## config.mk

```make
export PLATFORM = sky130hd
export DESIGN_NAME = apb_master
export DESIGN_NICKNAME = d
export VERILOG_FILES = /design/src/rtl/apb_master.sv
export SDC_FILE = /design/constraint.sdc
export NUM_CORES = 1
export LEC_CHECK = 0
export ABC_AREA = 1
export ABC_CLOCK_PERIOD_IN_PS = 1900
export BUFFER_PORTS_ARGS = -buffer_cell sky130_fd_sc_hd__buf_2
export CAP_MARGIN = 10
export CORE_UTILIZATION = 46
export CTS_CLUSTER_DIAMETER = 150
export CTS_CLUSTER_SIZE = 30
export DETAILED_ROUTE_END_ITERATION = 7
export GPL_TIMING_DRIVEN = 0
export MAX_ROUTING_LAYER = met4
export PLACE_DENSITY_LB_ADDON = 0.2
export SYNTH_ARGS = -nofsm -noshare
export SYNTH_HDL_FRONTEND = slang
export SYNTH_SLANG_ARGS = --single-unit
```

## constraint.sdc

```tcl
create_clock -name PCLK -period 1.9 [get_ports PCLK]
set_input_delay 0.285 -clock PCLK [delete_from_list [all_inputs] [get_ports PCLK]]
set_output_delay 0.285 -clock PCLK [all_outputs]
set_load 0.01 [all_outputs]
```

## src/rtl/apb_master.sv

```systemverilog
// APB4 requester: turns a valid/ready command stream into APB transfers
// and reports read data or a timeout abort on a valid/ready response port.
module apb_master #(
    parameter int DATA_WIDTH     = 32,
    parameter int ADDR_WIDTH     = 32,
    parameter int NBYTES         = DATA_WIDTH / 8,
    parameter int TIMEOUT_CYCLES = 16
) (
    input  logic                  PCLK,
    input  logic                  PRESETn,
    input  logic                  cmd_valid,
    output logic                  cmd_ready,
    input  logic                  cmd_write,
    input  logic [ADDR_WIDTH-1:0] cmd_addr,
    input  logic [DATA_WIDTH-1:0] cmd_wdata,
    input  logic [NBYTES-1:0]     cmd_strb,
    output logic                  PSELx,
    output logic                  PENABLE,
    output logic [ADDR_WIDTH-1:0] PADDR,
    output logic                  PWRITE,
    output logic [DATA_WIDTH-1:0] PWDATA,
    output logic [NBYTES-1:0]     PSTRB,
    input  logic [DATA_WIDTH-1:0] PRDATA,
    input  logic                  PREADY,
    output logic                  rsp_valid,
    input  logic                  rsp_ready,
    output logic [DATA_WIDTH-1:0] rsp_rdata,
    output logic                  rsp_err
);

    localparam int CW = (TIMEOUT_CYCLES > 0) ?
                        $clog2(TIMEOUT_CYCLES + 1) : 1;
    localparam logic [CW-1:0] LAST =
        CW'((TIMEOUT_CYCLES > 0) ? TIMEOUT_CYCLES - 1 : 0);

    typedef enum logic [1:0] {
        IDLE,
        SETUP,
        ACCESS
    } state_t;

    state_t        state;
    logic [CW-1:0] wait_cnt;

    // At most one transfer in flight: no accept while a response waits.
    assign cmd_ready = (state == IDLE) && !rsp_valid;

    always_ff @(posedge PCLK or negedge PRESETn) begin
        if (!PRESETn) begin
            state     <= IDLE;
            wait_cnt  <= '0;
            PSELx     <= 1'b0;
            PENABLE   <= 1'b0;
            PADDR     <= '0;
            PWRITE    <= 1'b0;
            PWDATA    <= '0;
            PSTRB     <= '0;
            rsp_valid <= 1'b0;
            rsp_rdata <= '0;
            rsp_err   <= 1'b0;
        end else begin
            if (rsp_valid && rsp_ready) begin
                rsp_valid <= 1'b0;
            end
            unique case (state)
                IDLE: begin
                    if (cmd_valid && cmd_ready) begin
                        PADDR   <= cmd_addr;
                        PWRITE  <= cmd_write;
                        PWDATA  <= cmd_wdata;
                        PSTRB   <= cmd_write ? cmd_strb : '0;
                        PSELx   <= 1'b1;
                        PENABLE <= 1'b0;
                        state   <= SETUP;
                    end
                end
                SETUP: begin
                    PENABLE  <= 1'b1;
                    wait_cnt <= '0;
                    state    <= ACCESS;
                end
                ACCESS: begin
                    // Completion takes priority over the timeout.
                    if (PREADY) begin
                        PSELx     <= 1'b0;
                        PENABLE   <= 1'b0;
                        rsp_valid <= 1'b1;
                        rsp_err   <= 1'b0;
                        rsp_rdata <= PWRITE ? '0 : PRDATA;
                        state     <= IDLE;
                    end else if (TIMEOUT_CYCLES != 0 &&
                                 wait_cnt == LAST) begin
                        PSELx     <= 1'b0;
                        PENABLE   <= 1'b0;
                        rsp_valid <= 1'b1;
                        rsp_err   <= 1'b1;
                        rsp_rdata <= '0;
                        state     <= IDLE;
                    end else begin
                        wait_cnt <= wait_cnt + 1'b1;
                    end
                end
                default: begin
                    state <= IDLE;
                end
            endcase
        end
    end

endmodule

```

Yosys cells after proc, flatten, opt, wreduce, memory -nomap -nowiden
Cells that the tools add are included.
Widths: inputs -> output; s select.
{"block": "totals", "register_bits": 112, "in_bits": 106, "output_inout_bits": 106}
{"block": "op_classes", "add_sub_neg": 1, "eq_ne": 7, "n_mux": 23, "n_reduce_logical": 15}
{"op": "$mux 32", "n": 3}
{"op": "$mux 1", "n": 10}
{"op": "$mux 5", "n": 2}
{"op": "$pmux 5 s2", "n": 1}
{"op": "$reduce_and 3->1", "n": 3}
{"op": "$mux 2", "n": 3}
{"op": "$pmux 2 s3", "n": 1}
{"op": "$reduce_and 2->1", "n": 3}
{"op": "$reduce_bool 2->1", "n": 3}
{"op": "$add 5x1->5 const B", "n": 1}
{"op": "$eq 5x4->1 const B", "n": 1}
{"op": "$mux 4", "n": 1}
{"op": "$ne 2x2->1 const B", "n": 2}
{"op": "$logic_and 1x1->1", "n": 3}
{"op": "$ne 3x3->1 const B", "n": 1}
{"op": "$pmux 1 s3", "n": 1}
{"op": "$reduce_bool 3->1", "n": 1}
{"op": "$eq 2x1->1 const B", "n": 1}
{"op": "$eq 2x2->1 const B", "n": 1}
{"op": "$logic_not 2->1", "n": 1}
{"op": "$ne 2x1->1 const B", "n": 1}
{"op": "$pmux 1 s2", "n": 1}
{"op": "$logic_not 1->1", "n": 1}

Depth between registers and ports, before layout
{"block": "logic_depth", "depth_word": 5, "depth_mapped": 9, "mapped_depth_nobuf": 9}

Worst setup path before layout
Ideal clock, no wire load.
{"block": "synth_path", "kind": "register -> register", "from": "register wait_cnt[0]", "to": "register rsp_valid", "setup_ns": 0.130, "arrival_ns": 1.455, "t_required_ns": 1.770, "setup_slack_ns": 0.315, "stages_incl_launch_ff": 8, "synth_period_minus_slack_ns": 1.585, "path_cell_list": "dfrtp_1 ha_1 nand2_1 nor2_1 ha_1 o21ai_2 buf_2 o21ai_0"}
{"block": "synth_via", "elab_chain_cells": 4}
{"element": "start, declared", "line_no": "43", "source": "logic [CW-1:0] wait_cnt;"}
{"element": "start signal, assigned", "line_no": "100", "source": "wait_cnt <= wait_cnt + 1'b1;"}
{"element": "$eq 5x4->1", "line_no": "92", "source": "wait_cnt == LAST) begin"}
{"element": "$mux 1", "line_no": "91", "source": "end else if (TIMEOUT_CYCLES != 0 &&"}
{"element": "$mux 1", "line_no": "84", "source": "if (PREADY) begin"}
{"element": "$mux 1", "line_no": "65", "source": "unique case (state)"}
{"element": "end signal, assigned", "line_no": "63", "source": "rsp_valid <= 1'b0;"}
{"element": "end signal, assigned", "line_no": "87", "source": "rsp_valid <= 1'b1;"}
{"element": "end signal, assigned", "line_no": "95", "source": "rsp_valid <= 1'b1;"}
{"element": "end, declared", "line_no": "25", "source": "output logic rsp_valid,"}
Every way passes these cells.
A chain may end at the register's enable or synchronous reset.

Worst setup path in the final report
{"block": "layout_path", "from": "register wait_cnt[0]", "to": "register rsp_rdata[12]"}
{"block": "layout_via", "elab_chain_cells": 3}
{"element": "$eq 5x4->1", "line_no": "92"}
{"element": "$reduce_bool 2->1 (no line)"}
{"element": "$reduce_and 2->1 (no line)"}
{"element": "end signal, assigned", "line_no": "89", "source": "rsp_rdata <= PWRITE ? '0 : PRDATA;"}
{"element": "end, declared", "line_no": "27", "source": "output logic [DATA_WIDTH-1:0] rsp_rdata,"}
Every way passes these cells.

==> flow_summary_export.csv <==
group,metric,value,unit
sta,postLayoutSetupSlackWorst,0.165,ns
synthesis,async_reset_ff_share,100,%
power_and_ir_drop,peakVddDrop,0.000687,V
cells_and_area,final_nets,837,
status,outcome,"completed",
synthesis,syn_inst,504,
sta,timing.fmax,576,MHz
synthesis,synth-edff-count,0,
synthesis,synth_flop_cell,"dfrtp_1",
min_path,hold_start,"rsp_ready",
floorplan,core,9280,um2
detailed_routing,drc,0,
floorplan,die_area,10000,um2
sta,hold_ws,0.0981,ns
critical_path,crit_path_end_kind,"flop",
grt,overflow,0,
min_path,hold_class,"input port to flop",
detailed_routing,vias,4030,
sta,fin_crit_sh,91.3,%
critical_path,worstPathMaxFanout,10,
floorplan,io-pin-count,212,
critical_path,cp-start-kind,"flop",
detailed_routing,antenna_left,0,
clock_network,clock_latency,0.36,ns
critical_path,critPathKind,"flop to flop",
power_and_ir_drop,p_leak,0.00355,uW
grt,grt_pass1_vias,3875,
critical_path,required,2.19,ns
power_and_ir_drop,finalPower,9510,uW
critical_path,r2r_start,"wait_cnt[0]",
critical_path,worst_r2r_path_depth,8,
synthesis,ys_types,17,
sta,tightest_slew,0.753,ns
critical_path,r2r-end,"rsp_rdata[12]",
clock_network,cts_tree,"built",
placed_design,place_hpwl,8390,um
clock_network,cts_root_buf,"clkbuf_8",
cells_and_area,stdcell_count,862,
clock_network,clock-sinks,112,
critical_path,reg2reg_slack,0.16,ns
power_and_ir_drop,power.density,1610,nW/um2
placed_design,dp.cells,845,
flow_run,cap_viol_max_count,0,
detailed_routing,drt_iter0_markers,111,
floorplan,dieWidth,100,um
synthesis,syn-num-nets,613,
synthesis,synth.avg_cell_area,8.80,um2
critical_path,arrival,2.02,ns
placed_design,preCtsSetupSlack,0.0597,ns
detailed_routing,routed_wl,11100,um
synthesis,synth_warnings,0,
sta,slew_viol_final,0,
sta,slew_headroom,49.8,%
clock_network,path_clk_slew,0.10,ns
cells_and_area,syn2layout_area_growth,33.2,%
grt,grt_pass1_wl,18100,um
sta,hold_violations,0,
critical_path,crit_path_end,"rsp_rdata[12]",
floorplan,die_y,100,um
sta,finalClockSkew,0.0140,ns
floorplan,rows,35,
cells_and_area,antenna_cells,0,
sta,setup-violations-final,0,
synthesis,synth_most_common_cell,"nand2_1",
synthesis,seq_area_frac_synth,63.2,%
placed_design,io_buffers,211,
clock_network,clockBufferDepth,2,
grt,grt_max_degree,59,
placed_design,gp_congestion,0.769,
synthesis,synthTopCellsByArea,"dfrtp_1 (63%), nand2_1 (25%), nand3_1 (4.5%), buf_4 (1.4%), inv_1 (1.1%)",
grt,grt_usage,23.7,%
clock_network,numCtsBuffers,9,
cells_and_area,finish.instance_area,5910,um2
clock_network,cts_setup_buffers,0,
floorplan,initial_core_util,47.8,%
cells_and_area,fill_cells,838,
detailed_routing,viasPerCell,4.68,
synthesis,synth_commonest_cells,"nand2_1 (292), dfrtp_1 (112), nand3_1 (40), inv_1 (13), buf_2 (9)",
placed_design,placed_area,5680,um2
synthesis,ys_ff_latch,112,
detailed_routing,firstDrtPassIters,4,
synthesis,synth_top_cell_by_area,"dfrtp_1",
clock_network,htree_levels,3,
cells_and_area,layout-drive-gt1-share,34.4,%
sta,min_period,1.74,ns
grt,antenna_found_initial,0,
synthesis,syn-cell-area,4440,um2
sta,rsz0062_at_grt,"false",
synthesis,synth_top_area_share,63.2,%
detailed_routing,wl_per_cell,12.9,um
critical_path,startpoint,"wait_cnt[0]",
## how the worst min path moves through the flow
stage | to | depth (start not counted)
3_5_place_dp | rsp_rdata[18] | 1
3_3_place_gp | PSELx | 2
4_1_cts | rsp_valid | 2
2_1_floorplan | PADDR[0] | 0
6_report | rsp_valid | 2
5_1_grt | rsp_valid | 2
## timing repair
action | 4_1_cts | 5_1_grt
resized for setup | 0 | 2
endpoints found under the hold margin | 7 | 0
hold buffers | 1 | 0
endpoints found under the setup margin | 0 | 28
## stage by stage
step	setup TNS, ns	util, %
CTS	0	63.5
finish	0	63.6
global placement	-82.04	60.9
floorplan	0	-
detailed placement	0	61.2
global route	0	63.6
## routing by layer
metal / track usage [%] / share of wire, % / up-vias
met1: 29.5 / 44 / 1841
met5: - / 0 / -
met4: 8.25 / 2.1 / 0
met3: 4.46 / 6.6 / 18
li1: - / - / 1990
met2: 39.0 / 48 / 181
## critical path, stage by stage (launching register included)
cell     delay, ns
dfrtp_1       0.43
ha_1          0.23
nand2_1       0.08
nor2_1        0.06
ha_1          0.23
o21ai_4       0.24
buf_2         0.27
nand2_1       0.07
nand2_1       0.08
## kinds of logic after synthesis
| family | share of synthesized area (%) |
|---|---|
| buffers and inverters | 4.74 |
| adders and majority gates | 0.846 |
| and+or+nand+nor | 30.4 |
| DFF | 63.2 |
| AOI/OAI and AO/OA | 0.874 |
## cells in the final DEF (no fill, tap or decap), drive strengths merged
master       count
inv             16
nand3           40
o21ai            6
a21oi            1
ha               3
bufinv           1
dlygate4sd3      1
nand2          292
dfrtp          112
nor2             9
clkbuf          16
nor3             1
nand4            1
buf            231
clkinvlp         1
clkinv           2
## power breakdown
part           internal, uW  leakage, uW  switching, uW
clock                   657     0.000100            792
sequential             3460      0.00141            599
combinational          1590      0.00204           2410
## final cells by class
type,instances,area (um2),area share (%)
flip-flops and latches,112,2800,47.4
multi-input cells,353,1430,24.2
repair buffers,213,1100,18.6
well taps,129,161,2.73
plain buffers,24,156,2.65
clock buffers,11,141,2.39
clock inverters,5,63.8,1.08
inverters,15,56.3,0.953
## registers in the layout, indices dropped and copies added, names as in the netlist, 2 cells and up
| name | cells |
|---|---|
| PWDATA | 32 |
| PADDR | 32 |
| rsp_rdata | 32 |
| wait_cnt | 5 |
| PSTRB | 4 |
| state | 2 |
(Power assumes the default switching activity.)
